File: config.mk
export PLATFORM = sky130hd
export DESIGN_NAME = mem_bus_master
export DESIGN_NICKNAME = d
export VERILOG_FILES = /design/src/rtl/mem_bus_master.sv
export SDC_FILE = /design/constraint.sdc
export NUM_CORES = 1
export LEC_CHECK = 0
export CORE_AREA = 2 2 130 101
export CTS_CLUSTER_DIAMETER = 30
export DETAILED_ROUTE_END_ITERATION = 10
export DIE_AREA = 0 0 132 103
export PLACE_DENSITY = 0.78
export SKIP_CTS_REPAIR_TIMING = 1
export SLEW_MARGIN = 20
export SYNTH_ARGS = -nofsm -noshare
export SYNTH_HDL_FRONTEND = slang
export SYNTH_SLANG_ARGS = --single-unit
export TNS_END_PERCENT = 100
File: constraint.sdc
create_clock -name clk -period 2.82 [get_ports clk]
set_input_delay 0.564 -clock clk [delete_from_list [all_inputs] [get_ports clk]]
set_output_delay 0.564 -clock clk [all_outputs]
set_load 0.05 [all_outputs]
File: src/rtl/mem_bus_master.sv
// Avalon-MM word initiator for the CPU core: one load/store/fetch at a time,
// with lane steering, byteenables, wait-state handling and load extension.
module mem_bus_master #(
    parameter int unsigned MAX_WAIT = 1024
) (
    input  logic        clk,
    input  logic        reset,
    input  logic        cmd_valid,
    output logic        cmd_ready,
    input  logic        cmd_write,
    input  logic [1:0]  cmd_size,
    input  logic        cmd_signed,
    input  logic [31:0] cmd_addr,
    input  logic [31:0] cmd_wdata,
    output logic        rsp_valid,
    output logic        rsp_error,
    output logic [31:0] rsp_rdata,
    output logic [31:0] address,
    output logic        read,
    output logic        write,
    output logic [3:0]  byteenable,
    output logic [31:0] writedata,
    input  logic [31:0] readdata,
    input  logic        waitrequest
);

    localparam int unsigned CNT_W = (MAX_WAIT < 2) ? 1 : $clog2(MAX_WAIT + 1);

    typedef enum logic [1:0] {S_IDLE, S_BUS, S_RDATA} state_t;

    state_t            state_q, state_d;
    logic              wr_q, wr_d, sgn_q, sgn_d;
    logic [1:0]        size_q, size_d, lane_q, lane_d;
    logic [CNT_W-1:0]  stall_q, stall_d;
    logic              rsp_valid_q, rsp_valid_d, rsp_error_q, rsp_error_d;
    logic [31:0]       rsp_rdata_q, rsp_rdata_d;
    logic [31:0]       address_q, address_d, writedata_q, writedata_d;
    logic              read_q, read_d, write_q, write_d;
    logic [3:0]        byteenable_q, byteenable_d;

    logic              bad_c;
    logic [3:0]        be_c;
    logic [31:0]       wd_c, shifted_c, load_c;

    // Command decode: alignment check, lane enables and store-data replication.
    always_comb begin
        bad_c = 1'b0;
        be_c  = 4'b1111;
        wd_c  = cmd_wdata;
        unique case (cmd_size)
            2'd0: begin
                be_c = 4'(4'b0001 << cmd_addr[1:0]);
                wd_c = {4{cmd_wdata[7:0]}};
            end
            2'd1: begin
                bad_c = cmd_addr[0];
                be_c  = cmd_addr[1] ? 4'b1100 : 4'b0011;
                wd_c  = {2{cmd_wdata[15:0]}};
            end
            2'd2: bad_c = (cmd_addr[1:0] != 2'b00);
            default: bad_c = 1'b1;
        endcase
    end

    // Load extraction from the latched lane offset.
    always_comb begin
        shifted_c = readdata >> {lane_q, 3'b000};
        unique case (size_q)
            2'd0:    load_c = {{24{sgn_q & shifted_c[7]}}, shifted_c[7:0]};
            2'd1:    load_c = {{16{sgn_q & shifted_c[15]}}, shifted_c[15:0]};
            default: load_c = readdata;
        endcase
    end

    always_comb begin
        state_d      = state_q;
        wr_d         = wr_q;
        sgn_d        = sgn_q;
        size_d       = size_q;
        lane_d       = lane_q;
        stall_d      = stall_q;
        rsp_valid_d  = 1'b0;
        rsp_error_d  = 1'b0;
        rsp_rdata_d  = 32'd0;
        address_d    = address_q;
        writedata_d  = writedata_q;
        byteenable_d = byteenable_q;
        read_d       = read_q;
        write_d      = write_q;

        unique case (state_q)
            S_IDLE: begin
                if (cmd_valid) begin
                    wr_d   = cmd_write;
                    sgn_d  = cmd_signed;
                    size_d = cmd_size;
                    lane_d = cmd_addr[1:0];
                    if (bad_c) begin
                        rsp_valid_d = 1'b1;
                        rsp_error_d = 1'b1;
                    end else begin
                        state_d      = S_BUS;
                        stall_d      = '0;
                        read_d       = ~cmd_write;
                        write_d      = cmd_write;
                        address_d    = {cmd_addr[31:2], 2'b00};
                        byteenable_d = be_c;
                        writedata_d  = wd_c;
                    end
                end
            end
            S_BUS: begin
                if (!waitrequest) begin
                    read_d  = 1'b0;
                    write_d = 1'b0;
                    stall_d = '0;
                    if (wr_q) begin
                        state_d     = S_IDLE;
                        rsp_valid_d = 1'b1;
                    end else begin
                        state_d = S_RDATA;
                    end
                end else if ((MAX_WAIT != 0) && (32'(stall_q) + 32'd1 == MAX_WAIT)) begin
                    // Memory stalled too long: abandon the transaction.
                    state_d     = S_IDLE;
                    read_d      = 1'b0;
                    write_d     = 1'b0;
                    stall_d     = '0;
                    rsp_valid_d = 1'b1;
                    rsp_error_d = 1'b1;
                end else begin
                    stall_d = stall_q + CNT_W'(1);
                end
            end
            S_RDATA: begin
                state_d     = S_IDLE;
                rsp_valid_d = 1'b1;
                rsp_rdata_d = load_c;
            end
            default: state_d = S_IDLE;
        endcase
    end

    always_ff @(posedge clk) begin
        if (reset) begin
            state_q      <= S_IDLE;
            wr_q         <= 1'b0;
            sgn_q        <= 1'b0;
            size_q       <= 2'd0;
            lane_q       <= 2'd0;
            stall_q      <= '0;
            rsp_valid_q  <= 1'b0;
            rsp_error_q  <= 1'b0;
            rsp_rdata_q  <= 32'd0;
            address_q    <= 32'd0;
            writedata_q  <= 32'd0;
            byteenable_q <= 4'd0;
            read_q       <= 1'b0;
            write_q      <= 1'b0;
        end else begin
            state_q      <= state_d;
            wr_q         <= wr_d;
            sgn_q        <= sgn_d;
            size_q       <= size_d;
            lane_q       <= lane_d;
            stall_q      <= stall_d;
            rsp_valid_q  <= rsp_valid_d;
            rsp_error_q  <= rsp_error_d;
            rsp_rdata_q  <= rsp_rdata_d;
            address_q    <= address_d;
            writedata_q  <= writedata_d;
            byteenable_q <= byteenable_d;
            read_q       <= read_d;
            write_q      <= write_d;
        end
    end

    assign cmd_ready  = (state_q == S_IDLE);
    assign rsp_valid  = rsp_valid_q;
    assign rsp_error  = rsp_error_q;
    assign rsp_rdata  = rsp_rdata_q;
    assign address    = address_q;
    assign writedata  = writedata_q;
    assign byteenable = byteenable_q;
    assign read       = read_q;
    assign write      = write_q;

endmodule

# Word-level counts from Yosys, hierarchy flattened
# Index checks and enable logic that the tools add are counted.
[classes]
reduce_logical = 11
bitwise = 5
n_addsub = 2
shift = 2
n_eq_ne = 9
mux = 32
[op_table]
columns = ["op", "n"]
rows = [
  ["32-bit one-hot mux with 2 select lines", 2],
  ["11-bit 2-to-1 mux", 4],
  ["32-bit by 5-bit right shift with 16-bit output", 1],
  ["11-bit one-hot mux with 2 select lines", 1],
  ["11-bit by 1-bit adder with 12-bit output, second input constant", 1],
  ["12-bit by 11-bit equality test with 1-bit output, second input constant", 1],
  ["1-bit 2-to-1 mux", 12],
  ["11-bit by 1-bit adder with 11-bit output, second input constant", 1],
  ["2-bit 2-to-1 mux", 5],
  ["3-bit AND reduction", 3],
  ["4-bit one-hot mux with 2 select lines", 1],
  ["2-bit by 1-bit equality test with 1-bit output, second input constant", 3],
  ["2-bit zero test", 3],
  ["1-bit one-hot mux with 2 select lines", 3],
  ["1-bit one-hot mux with 3 select lines", 2],
  ["2-bit equality test, second input constant", 2],
  ["4-bit 2-to-1 mux", 1],
  ["2-bit != test, second input constant", 2],
  ["2-bit one-hot mux with 2 select lines", 1],
  ["4-bit AND reduction", 1],
  ["2-bit nonzero test", 2],
  ["1-bit by 2-bit left shift with 4-bit output, first input constant", 1],
  ["3-bit != test, second input constant", 1],
  ["1-bit NOT", 3],
  ["other kinds (3)", 4],
]
[word_totals]
output_inout_bits = 105
wordCells = 75
regBits = 121

# Depth between registers and ports, before layout
[logic_depth]
depth_word = 5
ltp_mapped = 8
depth_no_buf = 7

# Least setup slack after synthesis
# No wires, ideal clock.
[synth_timing]
kind = "register -> register"
from = "register state_q[1]"
to = "register stall_q[10]"
slack_ns = 0.330
stages_incl_launch_ff = 8
t_required_ns = 2.746
setup_ns = 0.074
period_less_slack_ns = 2.490
arrival_ns = 2.416
cell_sequence = "dfxtp_1 > clkbuf_1 > nor2_1 > nand2_1 > nor2_1 > nor2_1 > or4_1 > o21ai_0"
[synth_via]
elab_chain_len = 3
word_cells_on_any_way = 7
classes_between = "3 x eq/ne; 1 x mux; 3 x reduce/logical"
[synth_rtl]
columns = ["item", "line_no", "source"]
rows = [
  ["start, declared", "31", "state_t state_q, state_d;"],
  ["start signal, assigned", "161", "state_q <= state_d;"],
  ["2-bit zero test *", "-", ""],
  ["via cmd_ready", "9", "output logic cmd_ready,"],
  ["2-bit != test (no line) or 2-bit nonzero test (tied branches)", "-", ""],
  ["3-bit AND reduction (no line)", "-", ""],
  ["end signal, assigned", "166", "stall_q <= stall_d;"],
  ["end, declared", "34", "logic [CNT_W-1:0] stall_q, stall_d;"],
]
# Mark *: on every way through the listed nets, which the timed path passes. The rest lies on a longest branch.
# A chain may end at the register's enable or synchronous reset.

# Worst setup path after layout
[layout_timing]
from = "register stall_q[0]"
to = "register stall_q[10]"
[layout_via]
elab_chain_len = 5
word_cells_on_any_way = 6
classes_between = "2 x add/sub; 1 x eq/ne; 3 x mux"
[layout_rtl]
columns = ["item", "line_no", "source"]
rows = [
  ["11-bit by 1-bit adder with 12-bit output", "123", "end else if ((MAX_WAIT != 0) && (32'(stall_q) + 32'd1 == MAX_WAIT)) begin"],
  ["12-bit by 11-bit equality test with 1-bit output", "123", ""],
  ["11-bit 2-to-1 mux *", "123", ""],
  ["11-bit 2-to-1 mux *", "113", "if (!waitrequest) begin"],
  ["11-bit one-hot mux with 2 select lines *", "91", "unique case (state_q)"],
]
# Every way passes the cells marked *; elsewhere a longest branch is shown, timed or not.

==> summary.txt <==
Combinational Power Share -> 16.9%
CP top delay family -> compound AO/OA/AOI/OAI gates
Critical Path AT -> 2700 ps
Most common flop cell mapped by yosys -> dfxtp_1
Worst path slowest cell -> dfxtp_1
Initial antenna violation count -> 0
Clock Latency Late Sink -> 410 ps
Post-synthesis register bit count -> 121
# H-tree levels -> 4
Switch Pwr -> 1370 uW
CP cell instances -> ha_1 > and3_1 > a211o_2 > a32oi_2 > a211o_1 > or4_1 > o21ai_0
DP Cell Count -> 978
Clk pin slew, worst setup/hold paths -> 60 ps
Cell Int Power -> 3890 uW
Max_cap viols -> 0
Crit path launch -> stall_q[0]
Worst hold margin -> 452 ps
Crit start category -> flop
Setup_tns -> 0 ps
WL met1 -> 6.52 mm
DR DRC count -> 0
Yosys warning total -> 0
First-pass GRT wire length -> 25.1 mm
Final setup margin -> 444 ps
Fraction of layout cells with a size suffix above 1 -> 7.39%
LEAKAGE -> 0.00287 uW
Crit path time final -> 2380 ps
Initial Util -> 41.5%
Least-Margin Pin Slew -> 634 ps
Max Slew Vio Count -> 0
Root buf cell -> clkbuf_16
Post-synth EDFFs -> 0
Kind of critical path -> reg -> reg
I/O Buffers -> 206
Area Growth Syn to Fin -> 55.6%
Status -> completed
Class of the worst hold path -> reg -> reg
Synthesized instance count -> 639
Diode count -> 0
IO Pins -> 209
Largest net degree at the start of global routing -> 87
DRT iter0 DRCs -> 406
Post-Route WL -> 16.3 mm
Total power -> 5260 uW
RSZ-0062 raised after global routing -> no
Avg Synthesized Cell Area -> 8.11 um2
PwrDens -> 653 mW/mm2
Sw frac -> 26.1%
Worst Path Max Fanout -> 7
Count of different cell masters after synthesis -> 51
Most area-consuming cells after synthesis -> dfxtp_1 (47%), nand2_1 (12%), a21oi_1 (8.9%)
Die Wd -> 132 um
Synth top area share -> 46.7%
Non-filler cells, final -> 1,010
CP max stage delay -> 440 ps
GRT Total Usage -> 23.3%
Core ar. -> 0.0125 mm2
CTS tree -> built
Clk network pwr share -> 48.3%
Hold Path Origin -> writedata[28]
Worst Clk Skew -> 9.66 ps
Met2 wirelength from detailed routing -> 7.91 mm
CTS Buf Count -> 17
Worst path buffer plus inverter count -> 0
Die H -> 103 um
Place WS -> 158 ps
GRT overflow -> 0
Met3 wire len -> 1.65 mm
Area leader, netlist -> dfxtp_1
WP data required -> 3140 ps
Final nets -> 931
Peak supply drop -> 0.427 mV
FMAX -> 0.421 GHz
# clock sinks -> 121
Post-route ant nets -> 0
Die footprint -> 0.0136 mm2
Num rows -> 36
Vias in the first global route -> 4,940
Tcrit/Tclk final -> 84.3%
Detailed-route vias per instance -> 5.35
GP Congestion -> 0.832
Sequential area share after synthesis -> 46.7%
First-pass DRT Iterations -> 5
Power share of the sequential group -> 34.8%
Final Hold Fails -> 0
Via count -> 5,408
Max Used Layer -> met4
Reg2reg start -> stall_q[0]
# setup viols final -> 0
Async SR Flop Fraction -> 0%
Detailed placement HPWL -> 11.5 mm
Drt wl/cell -> 16.2 um
Clock buffer depth -> 2
Synthesized area -> 0.00518 mm2
CP Capture Type -> flop
Slew headroom -> 57.8%
worst reg2reg max path, cell delays in order, from the launching register on:
cell and delay [ps]:
dfxtp_1 440, ha_1 340, and3_1 290, a211o_2 170, a32oi_2 150, a211o_1 410
or4_1 410, o21ai_0 90
routing by layer:
metal	vias up	track usage, %
li1	2603	-
met3	25	9.88
met5	-	0
met2	243	39.8
met1	2537	27.0
met4	0	7.11
cells in the mapped netlist, types with 3 or more instances:
cell type	count
nand2_1	161
a21oi_1	92
nand4_1	3
o211ai_1	8
buf_2	9
nand3b_1	9
nor3_1	4
nand3_1	7
nor2b_1	3
a211oi_1	10
mux2i_1	34
clkbuf_1	36
o221a_2	7
a31oi_1	7
o21ai_0	29
nor2_1	48
dfxtp_1	121
a311oi_1	11
stage by stage:
step | instance area (um2) | utilization, %
2_1_floorplan | 5190 | -
3_3_place_gp | 7370 | 59.1
3_5_place_dp | 7370 | 59.1
4_1_cts | 8060 | 64.6
5_1_grt | 8060 | 64.6
6_report | 8060 | 64.6
cell type report:
type	count	area, um2
Fill cell	1028	4410
Multi-Input combinational cell	465	2550
Sequential cell	121	2420
Timing Repair Buffer	218	2170
Clock buffer	21	480
Clock inverter	11	215
Tap cell	171	214
Inverter	3	11.3
power groups by stage:
stage / registers, uW / clock network [uW] / logic, uW
6_report: 1830 / 2540 / 888
5_1_grt: 1840 / 2650 / 944
4_1_cts: 1830 / 2570 / 891
3_5_place_dp: 1870 / 0 / 885
3_3_place_gp: 1860 / 0 / 869
2_1_floorplan: 2080 / 0 / 292
final timing paths:
| check | slack (ps) | end | cells past startpoint |
|---|---|---|---|
| min reg2reg | 450 | writedata[28] | 2 |
| max reg2reg | 440 | stall_q[10] | 7 |
| max | 440 | stall_q[10] | 7 |
| min | 450 | writedata[28] | 2 |
flip-flops by register name, summed over array words and instances, names as in the netlist, 2 cells and up:
signal,flops
byteenable,4
writedata,32
rsp_rdata,32
lane_q,2
address,30
size_q,2
state_q,2
stall_q,11
cell usage in the layout (no fill, tap or decap), types with 4 or more instances in the layout:
master	Yosys	routed
clkdlybuf4s50_1	0	205
nand3b_1	9	9
nand2_1	161	161
o211ai_1	8	8
mux2i_1	34	34
o21ai_0	29	29
clkbuf_8	0	4
dfxtp_1	121	121
nor2_1	48	47
a211oi_1	10	10
bufinv_16	0	6
buf_4	2	10
o221a_2	7	7
a31oi_1	7	7
nand3_1	7	7
nor3_1	4	4
a21oi_1	92	92
a311oi_1	11	11
clkbuf_16	0	17
logic make-up after synthesis:
logic type | after synthesis | synth area share, %
simple gates | 250 | 20.5
compound gates | 175 | 20.6
flops | 121 | 46.7
buf+inv | 54 | 4.54
mux | 35 | 7.00
xor+xnor | 2 | 0.338
fa+ha+maj | 1 | 0.241
other cells | 1 | 0.0723
(Power assumes the default switching activity.)
